### src/rtl/multdiv_sequencer_if.sv
// Handshake and data bundle between the execute-stage control and the multiply/divide unit.
// The unit drives the slave side and the pipeline drives the master side.
interface multdiv_sequencer_if #(
    parameter int unsigned WIDTH = 32
);
    logic             ctrl_MULT;
    logic             ctrl_DIV;
    logic [WIDTH-1:0] data_operandA;
    logic [WIDTH-1:0] data_operandB;
    logic [WIDTH-1:0] data_result;
    logic             data_exception;
    logic             data_resultRDY;
    logic             busy;

    modport master (
        output ctrl_MULT, ctrl_DIV, data_operandA, data_operandB,
        input  data_result, data_exception, data_resultRDY, busy
    );

    modport slave (
        input  ctrl_MULT, ctrl_DIV, data_operandA, data_operandB,
        output data_result, data_exception, data_resultRDY, busy
    );
endinterface

### src/rtl/multdiv_sequencer.sv
// Sequential signed multiply/divide: magnitudes go through one shared shift/add-subtract
// datapath for WIDTH cycles, then the sign and exception are fixed up in a single cycle.
module multdiv_sequencer #(
    parameter int unsigned WIDTH = 32
) (
    input logic                 clock,
    input logic                 reset,
    multdiv_sequencer_if.slave  bus
);
    localparam int unsigned CntW = (WIDTH > 1) ? $clog2(WIDTH) : 1;
    localparam logic [WIDTH-1:0] IntMin = {1'b1, {(WIDTH-1){1'b0}}};

    typedef enum logic [2:0] {StIdle, StMul, StDiv, StFix, StDone} state_e;

    state_e             state_q, state_d;
    logic [CntW-1:0]    cnt_q, cnt_d;
    logic [WIDTH-1:0]   result_q, result_d;
    logic               exc_q, exc_d;
    logic [2*WIDTH-1:0] prod_q, prod_d;
    logic [WIDTH-1:0]   opnd_q, opnd_d;
    logic               op_mul_q, op_mul_d;
    logic               sign_q, sign_d;
    logic               dz_q, dz_d;
    logic               ovf_q, ovf_d;

    logic               start_mul, start_div, cnt_last;
    logic [WIDTH-1:0]   mag_a, mag_b;
    logic [WIDTH:0]     div_shift;
    logic [WIDTH+1:0]   add_a, add_b, sum;
    logic               add_cin, q_bit;
    logic [2*WIDTH-1:0] full;
    logic [WIDTH:0]     prod_top;

    assign start_mul = bus.ctrl_MULT;
    assign start_div = bus.ctrl_DIV & ~bus.ctrl_MULT;
    assign cnt_last  = (cnt_q == CntW'(WIDTH - 1));

    // INT_MIN maps onto itself, which reads correctly as unsigned 2^(WIDTH-1).
    assign mag_a = bus.data_operandA[WIDTH-1] ? (~bus.data_operandA + WIDTH'(1))
                                              : bus.data_operandA;
    assign mag_b = bus.data_operandB[WIDTH-1] ? (~bus.data_operandB + WIDTH'(1))
                                              : bus.data_operandB;

    // Shared adder: accumulate for multiply, trial-subtract the divisor for divide.
    assign div_shift = {prod_q[2*WIDTH-1:WIDTH], prod_q[WIDTH-1]};
    always_comb begin
        if (op_mul_q) begin
            add_a   = {2'b00, prod_q[2*WIDTH-1:WIDTH]};
            add_b   = {2'b00, opnd_q & {WIDTH{prod_q[0]}}};
            add_cin = 1'b0;
        end else begin
            add_a   = {1'b0, div_shift};
            add_b   = ~{2'b00, opnd_q};
            add_cin = 1'b1;
        end
    end
    assign sum   = add_a + add_b + {{(WIDTH+1){1'b0}}, add_cin};
    assign q_bit = ~sum[WIDTH+1];

    assign full     = sign_q ? (~prod_q + {{(2*WIDTH-1){1'b0}}, 1'b1}) : prod_q;
    assign prod_top = full[2*WIDTH-1:WIDTH-1];

    always_comb begin
        state_d  = state_q;
        cnt_d    = cnt_q;
        result_d = result_q;
        exc_d    = exc_q;
        prod_d   = prod_q;
        opnd_d   = opnd_q;
        op_mul_d = op_mul_q;
        sign_d   = sign_q;
        dz_d     = dz_q;
        ovf_d    = ovf_q;

        unique case (state_q)
            StMul: begin
                prod_d = {sum[WIDTH:0], prod_q[WIDTH-1:1]};
                cnt_d  = cnt_q + CntW'(1);
                if (cnt_last) begin
                    state_d = StFix;
                    cnt_d   = '0;
                end
            end
            StDiv: begin
                prod_d = {(q_bit ? sum[WIDTH-1:0] : div_shift[WIDTH-1:0]),
                          prod_q[WIDTH-2:0], q_bit};
                cnt_d  = cnt_q + CntW'(1);
                if (cnt_last) begin
                    state_d = StFix;
                    cnt_d   = '0;
                end
            end
            StFix: begin
                state_d = StDone;
                if (op_mul_q) begin
                    result_d = full[WIDTH-1:0];
                    exc_d    = ~(&prod_top) & (|prod_top);
                end else if (dz_q) begin
                    result_d = '0;
                    exc_d    = 1'b1;
                end else begin
                    result_d = full[WIDTH-1:0];
                    exc_d    = ovf_q;
                end
            end
            StDone:  state_d = StIdle;
            default: state_d = StIdle;
        endcase

        // A start in any state abandons whatever is in flight.
        if (start_mul | start_div) begin
            state_d  = start_mul ? StMul : StDiv;
            cnt_d    = '0;
            op_mul_d = start_mul;
            sign_d   = bus.data_operandA[WIDTH-1] ^ bus.data_operandB[WIDTH-1];
            dz_d     = start_div & (bus.data_operandB == '0);
            ovf_d    = start_div & (bus.data_operandA == IntMin) & (&bus.data_operandB);
            opnd_d   = start_mul ? mag_a : mag_b;
            prod_d   = {{WIDTH{1'b0}}, (start_mul ? mag_b : mag_a)};
        end
    end

    always_ff @(posedge clock) begin
        if (!reset) begin
            state_q  <= StIdle;
            cnt_q    <= '0;
            result_q <= '0;
            exc_q    <= 1'b0;
        end else begin
            state_q  <= state_d;
            cnt_q    <= cnt_d;
            result_q <= result_d;
            exc_q    <= exc_d;
        end
    end

    always_ff @(posedge clock) begin
        prod_q   <= prod_d;
        opnd_q   <= opnd_d;
        op_mul_q <= op_mul_d;
        sign_q   <= sign_d;
        dz_q     <= dz_d;
        ovf_q    <= ovf_d;
    end

    assign bus.data_result    = result_q;
    assign bus.data_exception = exc_q;
    assign bus.data_resultRDY = (state_q == StDone);
    assign bus.busy           = (state_q != StIdle) | bus.ctrl_MULT | bus.ctrl_DIV;
endmodule

### src/flat_wrapper.sv
// flat-port wrapper written by rule: the top's interface ports become plain ports
module multdiv_sequencer_flat 
#(
    parameter int unsigned WIDTH = 32
)
  (clock, reset, bus_ctrl_MULT, bus_ctrl_DIV, bus_data_operandA, bus_data_operandB, bus_data_result, bus_data_exception, bus_data_resultRDY, bus_busy);
  multdiv_sequencer_if #(.WIDTH(WIDTH)) bus_i ();
  input logic clock;
  input logic reset;
  input wire logic [$bits(bus_i.ctrl_MULT)-1:0] bus_ctrl_MULT;
  input wire logic [$bits(bus_i.ctrl_DIV)-1:0] bus_ctrl_DIV;
  input wire logic [$bits(bus_i.data_operandA)-1:0] bus_data_operandA;
  input wire logic [$bits(bus_i.data_operandB)-1:0] bus_data_operandB;
  output wire logic [$bits(bus_i.data_result)-1:0] bus_data_result;
  output wire logic [$bits(bus_i.data_exception)-1:0] bus_data_exception;
  output wire logic [$bits(bus_i.data_resultRDY)-1:0] bus_data_resultRDY;
  output wire logic [$bits(bus_i.busy)-1:0] bus_busy;
  assign bus_i.ctrl_MULT = bus_ctrl_MULT;
  assign bus_i.ctrl_DIV = bus_ctrl_DIV;
  assign bus_i.data_operandA = bus_data_operandA;
  assign bus_i.data_operandB = bus_data_operandB;
  assign bus_data_result = bus_i.data_result;
  assign bus_data_exception = bus_i.data_exception;
  assign bus_data_resultRDY = bus_i.data_resultRDY;
  assign bus_busy = bus_i.busy;
  multdiv_sequencer #(.WIDTH(WIDTH)) u_core (.clock(clock), .reset(reset), .bus(bus_i));
endmodule
### config.mk
export PLATFORM = sky130hd
export DESIGN_NAME = multdiv_sequencer_flat
export DESIGN_NICKNAME = d
export VERILOG_FILES = /design/src/rtl/multdiv_sequencer_if.sv /design/src/rtl/multdiv_sequencer.sv /design/src/flat_wrapper.sv
export SDC_FILE = /design/constraint.sdc
export NUM_CORES = 1
export LEC_CHECK = 0
export BUFFER_PORTS_ARGS = -buffer_cell sky130_fd_sc_hd__buf_2
export CAP_MARGIN = 15
export CORE_ASPECT_RATIO = 0.8
export CORE_MARGIN = 2
export CORE_UTILIZATION = 40
export CTS_BUF_LIST = sky130_fd_sc_hd__clkbuf_2 sky130_fd_sc_hd__clkbuf_4 sky130_fd_sc_hd__clkbuf_8
export DETAILED_ROUTE_END_ITERATION = 6
export GPL_TIMING_DRIVEN = 0
export MAX_ROUTING_LAYER = met4
export SLEW_MARGIN = 10
export SYNTH_ARGS = -nofsm -noshare
export SYNTH_HDL_FRONTEND = slang
export SYNTH_SLANG_ARGS = --single-unit
### constraint.sdc
create_clock -name clock -period 4.4 [get_ports clock]
set_input_delay 0.66 -clock clock [delete_from_list [all_inputs] [get_ports clock]]
set_output_delay 0.66 -clock clock [all_outputs]
set_load 0.005 [all_outputs]
# Word level (Yosys, flattened, before mapping)
# Index checks and enable logic that the tools add are counted.
# op_classes
bitwise_logic	18
eq_ne	7
n_reduce_logical	9
add_sub_neg	6
muxes	20
# ops
cell	count
$mux W32	8
$pmux W64 S2	1
$add A32 B1 Y32 const B	2
$add A64 B1 Y64 const B	1
$mux W64	1
$not A32 Y32	2
$not A64 Y64	1
$add A33 B34 Y34	1
$add A34 B1 Y34	1
$mux W34	1
$not A32 Y34	1
$mux W33	1
$reduce_and A33 Y1	1
$reduce_or A33 Y1	1
$and A32 B32 Y32	1
$eq A32 B32 Y1 const B	1
$logic_not A32 Y1	1
$reduce_and A32 Y1	1
$eq A3 B2 Y1 const B	2
$mux W3	2
$pmux W3 S2	1
$reduce_bool A3 Y1	2
$add A5 B1 Y5 const B	1
$and A1 B1 Y1	5
other kinds (12)	20
# word_totals
out_inout_bits	35
inputBits	68
reg_bits	141
elab_cells	71

# Longest topological paths before layout
# Gate-level depths: netlist of the first run.
# logic_depth
depth_word	7
ltp_mapped	18
ltp_nobuf	16

# Worst setup path after synthesis of the first run
# OpenSTA, ideal clock, no wires.
# synth_timing
kind	reg2reg
startpoint	register u_core.op_mul_q
endpoint	register u_core.prod_q[44]
period_less_slack_ns	4.328
setup_time_ns	0.114
slack_ns	0.072
n_path_buf	3
arrival_ns	4.214
required_time_ns	4.286
path_stages_with_launch	18
path_cell_list	edfxtp_1 > clkbuf_1 > inv_1 > nor2_1 > clkbuf_1 > a21oi_1 > fa_1 > nor2b_1 > o2111ai_1 > a211o_1 > o211a_1 > a41o_1 > o31ai_1 > o22a_1 > buf_1 > mux2i_1 > a21oi_1 > a21o_1
# synth_via
elab_chain_len	5
elab_cells_between_ends	7
classes_between	2 x add/sub; 5 x mux
# synth_rtl
element	line	rtl
start: declaration	multdiv_sequencer.sv:21	logic op_mul_q, op_mul_d;
start signal: assignment	multdiv_sequencer.sv:140	op_mul_q <= op_mul_d;
$mux W33 / $mux W34 (equally long branches)	multdiv_sequencer.sv:47	if (op_mul_q) begin
$add A33 B34 Y34	multdiv_sequencer.sv:57	assign sum = add_a + add_b + {{(WIDTH+1){1'b0}}, add_cin};
$add A34 B1 Y34 *	multdiv_sequencer.sv:57	
$mux W32	multdiv_sequencer.sv:85	prod_d = {(q_bit ? sum[WIDTH-1:0] : div_shift[WIDTH-1:0]),
$pmux W64 S2 *	multdiv_sequencer.sv:75	unique case (state_q)
end signal: assignment	multdiv_sequencer.sv:138	prod_q <= prod_d;
end: declaration	multdiv_sequencer.sv:19	logic [2*WIDTH-1:0] prod_q, prod_d;
# Mark *: on every way between the ends. The rest lies on a longest branch, timed or not.
# A chain may end at the register's enable or synchronous reset.

# Worst setup path in the final report of the first run
# layout_timing
startpoint	register u_core.prod_q[7]
endpoint	register u_core.exc_q, in the netlist u_core.bus.data_exception
# layout_via
elab_chain_len	7
elab_cells_between_ends	8
classes_between	1 x add/sub; 2 x mux; 3 x bitwise; 2 x reduce/logical
# layout_rtl
element	line	rtl
$not A64 Y64 *	multdiv_sequencer.sv:60	assign full = sign_q ? (~prod_q + {{(2*WIDTH-1){1'b0}}, 1'b1}) : prod_q;
$add A64 B1 Y64 *	multdiv_sequencer.sv:60	
$mux W64 *	multdiv_sequencer.sv:60	
$reduce_and A33 Y1	multdiv_sequencer.sv:97	exc_d = ~(&prod_top) & (|prod_top);
$not A1 Y1	multdiv_sequencer.sv:97	
$and A1 B1 Y1 *	multdiv_sequencer.sv:97	
$mux W1 *	multdiv_sequencer.sv:95	if (op_mul_q) begin
end signal: assignment	multdiv_sequencer.sv:128	exc_q <= 1'b0;
end signal: assignment	multdiv_sequencer.sv:133	exc_q <= exc_d;
end: declaration	multdiv_sequencer.sv:18	logic exc_q, exc_d;
# Marks and branches as above.

==> results of run 1 <==
flip-flops by register name (all words and copies together), names as in the netlist:
name	flops
u_core.bus.data_exception	1
u_core.bus.data_result	32
u_core.cnt_q	5
u_core.dz_q	1
u_core.op_mul_q	1
u_core.opnd_q	32
u_core.ovf_q	1
u_core.prod_q	64
u_core.sign_q	1
u_core.state_q	3
repair_timing:
action / in CTS / in global routing
buffers inserted: 6 / 15
gates resized for setup: 28 / 37
endpoints found under the setup margin: 34 / 34
pin swaps: 4 / 14
cells in the final DEF (no fill, tap or decap), types with 5 or more instances in the layout:
| cell type | Yosys | routed |
|---|---|---|
| sky130_fd_sc_hd__or2_2 | 14 | 14 |
| sky130_fd_sc_hd__clkbuf_2 | 1 | 7 |
| sky130_fd_sc_hd__nor2_1 | 83 | 82 |
| sky130_fd_sc_hd__and3_1 | 7 | 6 |
| sky130_fd_sc_hd__nand2_1 | 142 | 142 |
| sky130_fd_sc_hd__nand3b_1 | 8 | 8 |
| sky130_fd_sc_hd__nand2b_1 | 13 | 13 |
| sky130_fd_sc_hd__nand4_1 | 16 | 16 |
| sky130_fd_sc_hd__a32o_1 | 6 | 6 |
| sky130_fd_sc_hd__nor4_1 | 14 | 13 |
| sky130_fd_sc_hd__buf_1 | 8 | 7 |
| sky130_fd_sc_hd__o31ai_1 | 36 | 34 |
| sky130_fd_sc_hd__mux2i_1 | 22 | 22 |
| sky130_fd_sc_hd__o41ai_1 | 22 | 21 |
| sky130_fd_sc_hd__dfxtp_1 | 73 | 73 |
| sky130_fd_sc_hd__mux2_2 | 30 | 30 |
| sky130_fd_sc_hd__buf_2 | 3 | 103 |
| sky130_fd_sc_hd__xnor2_1 | 87 | 87 |
| sky130_fd_sc_hd__inv_1 | 25 | 22 |
| sky130_fd_sc_hd__clkbuf_1 | 97 | 81 |
| sky130_fd_sc_hd__edfxtp_1 | 68 | 68 |
| sky130_fd_sc_hd__and2_1 | 32 | 32 |
| sky130_fd_sc_hd__a21oi_1 | 88 | 88 |
| sky130_fd_sc_hd__clkbuf_8 | 0 | 19 |
| sky130_fd_sc_hd__nor2b_1 | 37 | 37 |
| sky130_fd_sc_hd__a32oi_1 | 5 | 5 |
| sky130_fd_sc_hd__nand3_1 | 19 | 19 |
| sky130_fd_sc_hd__ha_1 | 37 | 36 |
| sky130_fd_sc_hd__o21ai_0 | 138 | 134 |
| sky130_fd_sc_hd__o21a_1 | 5 | 5 |
| sky130_fd_sc_hd__or3_1 | 29 | 29 |
| sky130_fd_sc_hd__o211ai_1 | 7 | 7 |
| sky130_fd_sc_hd__a22oi_1 | 32 | 32 |
| sky130_fd_sc_hd__nor3_1 | 17 | 16 |
| sky130_fd_sc_hd__a21o_1 | 49 | 49 |
| sky130_fd_sc_hd__a31oi_1 | 15 | 14 |
| sky130_fd_sc_hd__buf_4 | 0 | 21 |
| sky130_fd_sc_hd__or4_1 | 25 | 24 |
| sky130_fd_sc_hd__xor2_1 | 56 | 56 |
| sky130_fd_sc_hd__a211oi_1 | 63 | 63 |
per-stage QoR:
step	setup TNS [ps]	utilization [%]	hold WS, ps
2_1_floorplan	0	-	441
3_3_place_gp	-61600	44.2	450
3_5_place_dp	-50090	44.2	456
4_1_cts	0	46.0	468
5_1_grt	-12.6	46.6	481
6_report	0	46.6	465
how the worst max path moves through the flow:
stage | depth (start not counted) | slack (ps) | to | start
floorplan | 17 | 70 | u_core.prod_q[44]$_SDFFE_PN0P_ | u_core.op_mul_q$_DFFE_PN_
global placement | 16 | -1760 | u_core.prod_q[44]$_SDFFE_PN0P_ | u_core.op_mul_q$_DFFE_PN_
detailed placement | 16 | -1730 | u_core.prod_q[44]$_SDFFE_PN0P_ | u_core.op_mul_q$_DFFE_PN_
CTS | 17 | 10 | u_core.prod_q[44]$_SDFFE_PN0P_ | u_core.op_mul_q$_DFFE_PN_
global route | 18 | -6 | u_core.prod_q[49]$_SDFFE_PN0P_ | u_core.op_mul_q$_DFFE_PN_
finish | 11 | 90 | u_core.bus.data_exception$_SDFFE_PN0P_ | u_core.prod_q[7]$_DFFE_PP_
cell families after synthesis:
family	Yosys count	synth area share (%)
AOI/OAI and AO/OA	499	27.1
and+or+nand+nor	473	20.3
xor gates and xnor gates	143	10.4
DFF	141	29.1
buffers and inverters	135	4.31
muxes	52	4.63
adders and majority gates	39	4.18
power groups by stage:
stage	logic (W)	registers (W)	clock network, W
floorplan	0.000963	0.00161	0
global placement	0.00136	0.00168	0
detailed placement	0.00136	0.00168	0
CTS	0.00140	0.00165	0.00106
global route	0.00160	0.00167	0.00110
finish	0.00147	0.00166	0.00104
routing by layer:
metal	GRT usage, %	part of all wire [%]	routed length, µm	vias up
met5	-	0	0	-
met4	7.59	1.8	841	0
met2	39.9	41	18800	609
met1	44.3	48	21800	5986
met3	5.32	9.7	4440	59
li1	-	-	-	5788
layout make-up:
type	count	share of cell area (%)
clock inverter	12	0.800
inverter	25	0.682
multi-input combinational	1206	59.3
sequential	141	25.5
buffer	107	3.39
timing repair buffer	120	4.84
clock buffer	19	1.86
tap	406	3.69
worst reg2reg max path: stages (launching register included):
cell and delay, ps:
sky130_fd_sc_hd__edfxtp_1 510, sky130_fd_sc_hd__or4_1 660, sky130_fd_sc_hd__or4_4 560, sky130_fd_sc_hd__or3_1 410
sky130_fd_sc_hd__or3_1 340, sky130_fd_sc_hd__buf_2 190, sky130_fd_sc_hd__or4_1 480, sky130_fd_sc_hd__mux2_2 250
sky130_fd_sc_hd__a32oi_1 120, sky130_fd_sc_hd__nor3_2 250, sky130_fd_sc_hd__nand4_1 160, sky130_fd_sc_hd__a32o_1 280
==> impl_metrics.py, run 1 <==
metrics = {
    "global_routing": {
        "grt_remaining_overflow": 0,
        "initial_antenna_violation_count": 1,
        "globalRouteTotalUtil_pct": 29.5,
        "grt_first_pass_wirelength_um": 68500,
        "first_global_vias": 11200,
        "maximum_number_of_pins_on_one_net_before_global_route_repair": 41,
    },
    "finish": {
        "design_area_mm2": 0.0138,
        "area_growth_synth_to_finish_pct": 14.2,
        "final_cells": 2036,
        "filler_cell_count": 2956,
        "multi_input_area_mm2": 0.00815,
        "layout.nets": 1725,
        "register_area_mm2": 0.00350,
        "diodes_inserted": 0,
        "drive_above_1_share_pct": 15.0,
    },
    "floorplan": {
        "design.die.area_mm2": 0.0315,
        "die_extent_in_y_um": 159,
        "fp.coreArea_mm2": 0.0295,
        "fp.dieW_um": 198,
        "row_count": 56,
        "i_o_pin_count": 103,
        "effective_utilization_at_floorplan_pct": 40.8,
    },
    "timing": {
        "min_period_ps": 4310,
        "setup-violations-final": 0,
        "worstMarginPinSlew_ps": 874,
        "postLayoutSetupSlackWorst_ps": 92.8,
        "maxSlewViolCount": 0,
        "fin_worst_skew_ps": 13.6,
        "final_hold_viol_count": 0,
        "max-slew-margin-rel_pct": 41.7,
        "final_period_util_pct": 97.9,
        "fmax_mhz": 232,
    },
    "routing": {
        "drt-total-wl_um": 45800,
        "drc": 0,
        "drt_first_iter_violations": 1294,
        "vias": 12400,
        "route.antenna.remaining_nets": 0,
        "drt-pass1-iter-count": 5,
        "wire_length_per_cell_after_detailed_routing_um": 22.5,
        "avgViaCountPerCell": 6.11,
    },
    "setup_path": {
        "cp.required_ps": 4770,
        "crit_path_cell_trace": "or4_1 > or4_4 > or3_1 > or3_1 > buf_2 > or4_1 > mux2_2 > a32oi_1 > nor3_2 > nand4_1 > a32o_1",
        "critPathTopFamily": "simple AND/OR/NAND/NOR gates",
        "timing.reg2reg.setup_slack_ps": 90,
        "reg_to_reg_critical_path_endpoint": "u_core.bus.data_exception$_SDFFE_PN0P_",
        "reg2reg_depth": 11,
        "slowest_stage": "sky130_fd_sc_hd__or4_1",
        "timing.critical_path.slowest_cell_delay_ps": 660,
        "critical_path_buf_inv_count": 1,
        "crit_path_max_fanout": 8,
        "cp.arrival_ps": 4670,
        "crit_path_end_kind": "flip-flop",
        "crit-reg2reg-launch": "u_core.prod_q[7]$_DFFE_PP_",
        "timing.setup.critical_path_class": "reg2reg",
        "critical_path.startpoint_type": "flip-flop",
    },
    "power": {
        "clock_power_share_pct": 25.0,
        "vdd_drop_max_mv": 0.233,
        "power-per-cell-area_mw_per_mm2": 303,
        "report.power.total_w": 0.00417,
        "power.share.switching_pct": 38.9,
        "power_leakage_nw": 5.31,
        "netSwitchingPower_w": 0.00162,
        "power_report.internal_total_w": 0.00255,
        "share_seq_of_total_power_pct": 39.7,
        "share_comb_of_total_power_pct": 35.2,
    },
    "yosys": {
        "synthArstFlopShare_pct": 0,
        "post_synth_inst_count": 1482,
        "synth_top_cells_by_count": "sky130_fd_sc_hd__nand2_1, sky130_fd_sc_hd__o21ai_0, sky130_fd_sc_hd__clkbuf_1, sky130_fd_sc_hd__a21oi_1, sky130_fd_sc_hd__xnor2_1",
        "postSynth.topFlopCell": "sky130_fd_sc_hd__dfxtp_1",
        "number_of_warnings_reported_in_the_yosys_synthesis_log": 0,
        "synth_cell_types": 69,
        "post_synthesis_net_count": 1589,
        "yosysMostFrequentCell": "sky130_fd_sc_hd__nand2_1",
        "netlist_area_mm2": 0.0120,
        "synth_enable_flop_cells": 68,
        "yosys.area.top_type": "sky130_fd_sc_hd__edfxtp_1",
        "ys_top_cells_by_area": "sky130_fd_sc_hd__edfxtp_1, sky130_fd_sc_hd__dfxtp_1, sky130_fd_sc_hd__xnor2_1, sky130_fd_sc_hd__o21ai_0, sky130_fd_sc_hd__nand2_1",
        "syn_avg_cell_area_um2": 8.13,
        "synthDominantCellAreaShare_pct": 17.0,
        "seq_area_frac_synth_pct": 29.1,
        "postSynthRegisterBits": 141,
    },
    "place": {
        "place.port_buffers": 99,
        "pre_cts_ws_ps": -1730,
        "dpl.hpwl_um": 35300,
        "post_dp_cell_area_mm2": 0.0130,
        "place.gp.congestion": 0.986,
        "numPlacedInstances": 1987,
    },
    "min_path": {
        "hold_path_startpoint": "u_core.cnt_q[4]$_SDFFE_PP0P_",
        "hold_end": "u_core.cnt_q[4]$_SDFFE_PP0P_",
        "worstHoldPathType": "reg2reg",
        "cell_depth_of_the_worst_hold_path": 2,
    },
    "clock_tree": {
        "cts_tree": "built",
        "cts.path.max_buffers": 2,
        "clock_latency_at_the_later_pin_of_the_worst_skew_pair_ps": 480,
        "htree_num_levels": 4,
        "clock-root-buffer": "sky130_fd_sc_hd__clkbuf_8",
        "clock_sinks": 141,
        "cts_hold_buffers": 0,
        "clkSlewWorstSetupHoldPaths_ps": 80,
        "cts-buffers-inserted": 17,
    },
    "status": {
        "status": "finished, final reports clean",
    },
    "job": {
        "timing.max_cap.violations": 0,
    },
}
No activity file was read; power rests on OpenSTA's default activity.
==> run 2, diff against run 1 <==
Settings changed: CORE_UTILIZATION 40 to 35.
==> impl_metrics.py, run 2 (same netlist as run 1, synthesis figures left out) <==
metrics = {
    "setup_path": {
        "crit_path_max_fanout": 8,
        "slowest_stage": "sky130_fd_sc_hd__or4_4",
        "crit_path_end_kind": "flip-flop",
        "crit_path_cell_trace": "or4_4 > or4_4 > or3_1 > or3_1 > buf_2 > or4_1 > mux2_2 > a32oi_1 > nor3_1 > nand4_1 > a32o_1",
        "cp.required_ps": 4760,
        "critical_path.startpoint_type": "flip-flop",
        "critical_path_buf_inv_count": 1,
        "timing.setup.critical_path_class": "reg2reg",
        "cp.arrival_ps": 4670,
        "timing.critical_path.slowest_cell_delay_ps": 630,
        "critPathTopFamily": "simple AND/OR/NAND/NOR gates",
    },
    "clock_tree": {
        "cts-buffers-inserted": 17,
        "cts.path.max_buffers": 2,
        "cts_tree": "built",
        "htree_num_levels": 4,
        "clock_latency_at_the_later_pin_of_the_worst_skew_pair_ps": 470,
        "clkSlewWorstSetupHoldPaths_ps": 80,
        "clock_sinks": 141,
        "clock-root-buffer": "sky130_fd_sc_hd__clkbuf_8",
    },
    "power": {
        "power_leakage_nw": 5.31,
        "vdd_drop_max_mv": 0.177,
        "power-per-cell-area_mw_per_mm2": 305,
    },
    "global_routing": {
        "globalRouteTotalUtil_pct": 25.3,
        "first_global_vias": 11300,
        "maximum_number_of_pins_on_one_net_before_global_route_repair": 33,
        "grt_first_pass_wirelength_um": 67300,
        "grt_remaining_overflow": 0,
        "initial_antenna_violation_count": 0,
    },
    "routing": {
        "avgViaCountPerCell": 5.95,
        "drc": 0,
        "wl_met1_um": 21600,
        "drt_first_iter_violations": 1335,
        "drt-pass1-iter-count": 5,
        "detailroute.wirelength.met2_um": 18400,
        "highest_signal_layer": "met4",
        "wire_length_per_cell_after_detailed_routing_um": 21.9,
        "wl_met3_um": 4740,
        "vias": 12300,
        "drt-total-wl_um": 45200,
        "route.antenna.remaining_nets": 0,
    },
    "finish": {
        "design_area_mm2": 0.0138,
        "drive_above_1_share_pct": 14.8,
        "layout.nets": 1724,
        "top_register": "u_core.prod_q",
        "mostFrequentLayoutCell": "sky130_fd_sc_hd__nand2_1",
        "area_growth_synth_to_finish_pct": 14.5,
        "max_ffs_per_register": 64,
        "final_cell_mix": "sky130_fd_sc_hd__nand2_1, sky130_fd_sc_hd__o21ai_0, sky130_fd_sc_hd__buf_2, sky130_fd_sc_hd__a21oi_1, sky130_fd_sc_hd__xnor2_1",
        "diodes_inserted": 0,
        "final_cells": 2064,
        "final_core_utilization_pct": 40.8,
    },
    "place": {
        "pre_cts_ws_ps": -1610,
        "dpl.hpwl_um": 35600,
        "post_dp_cell_area_mm2": 0.0131,
        "place.gp.congestion": 0.968,
        "place.port_buffers": 99,
        "numPlacedInstances": 2016,
    },
    "timing": {
        "worstMarginPinSlew_ps": 893,
        "fmax_mhz": 232,
        "fin_worst_skew_ps": 17.8,
        "postLayoutSetupSlackWorst_ps": 92.5,
        "min_period_ps": 4310,
        "setup-violations-final": 0,
        "final_period_util_pct": 97.9,
        "final_hold_viol_count": 0,
        "maxSlewViolCount": 0,
        "max-slew-margin-rel_pct": 39.9,
    },
    "floorplan": {
        "fp.dieW_um": 211,
        "die_extent_in_y_um": 170,
        "row_count": 60,
        "effective_utilization_at_floorplan_pct": 35.7,
        "design.die.area_mm2": 0.0359,
        "i_o_pin_count": 103,
        "fp.coreArea_mm2": 0.0338,
    },
    "status": {
        "status": "finished, final reports clean",
    },
    "min_path": {
        "worstHoldPathType": "reg2reg",
    },
    "job": {
        "timing.max_cap.violations": 0,
    },
}
-- run 2: metrics by stage --
stage / setup TNS [ps] / total power (W) / hold WS, ps
finish: 0 / 0.00421 / 466
global route: -48.1 / 0.00441 / 488
CTS: 0 / 0.00414 / 472
detailed placement: -45520 / 0.00305 / 458
global placement: -54620 / 0.00304 / 456
floorplan: 0 / 0.00257 / 441
-- run 2: power by group --
part	internal (W)	total [W]	switching, W
Sequential	0.00151	0.00166	0.000157
Clock	0.000508	0.00109	0.000579
Combinational	0.000564	0.00146	0.000898
-- run 2: repair_timing --
action                     4_1_cts  5_1_grt
hold buffers                     0        0
setup buffers                    5       13
setup endpoints to repair       34       34
pin swaps                        5        8
gates resized for setup         29       34
-- run 2: final cells by class --
cell class,count,area (µm²)
repair buffers,118,658
inverters,25,93.8
plain buffers,108,477
flip-flops and latches,141,3500
well taps,434,543
clock buffers,18,241
clock inverters,14,145
fillers,3487,20000
multi-input cells,1206,8130
-- run 2: per-layer routing --
layer	vias up	GRT usage (%)
li1	5788	-
met1	5902	36.9
met2	549	35.0
met3	35	6.37
met4	0	4.62
met5	-	-
-- run 2: path summary, 6_finish.rpt --
check / from / end / slack, ps / depth (start not counted)
min: u_core.cnt_q[4]$_SDFFE_PP0P_ / u_core.cnt_q[4]$_SDFFE_PP0P_ / 470 / 2
min reg2reg: u_core.cnt_q[4]$_SDFFE_PP0P_ / u_core.cnt_q[4]$_SDFFE_PP0P_ / 470 / 2
max: u_core.prod_q[7]$_DFFE_PP_ / u_core.bus.data_exception$_SDFFE_PN0P_ / 90 / 11
max reg2reg: u_core.prod_q[7]$_DFFE_PP_ / u_core.bus.data_exception$_SDFFE_PN0P_ / 90 / 11
-- run 2: worst register-to-register path: stages (launching register included) --
cell	delay (ps)
sky130_fd_sc_hd__edfxtp_1	530
sky130_fd_sc_hd__or4_4	630
sky130_fd_sc_hd__or4_4	550
sky130_fd_sc_hd__or3_1	440
sky130_fd_sc_hd__or3_1	340
sky130_fd_sc_hd__buf_2	170
sky130_fd_sc_hd__or4_1	480
sky130_fd_sc_hd__mux2_2	250
sky130_fd_sc_hd__a32oi_1	100
sky130_fd_sc_hd__nor3_1	270
sky130_fd_sc_hd__nand4_1	170
sky130_fd_sc_hd__a32o_1	280
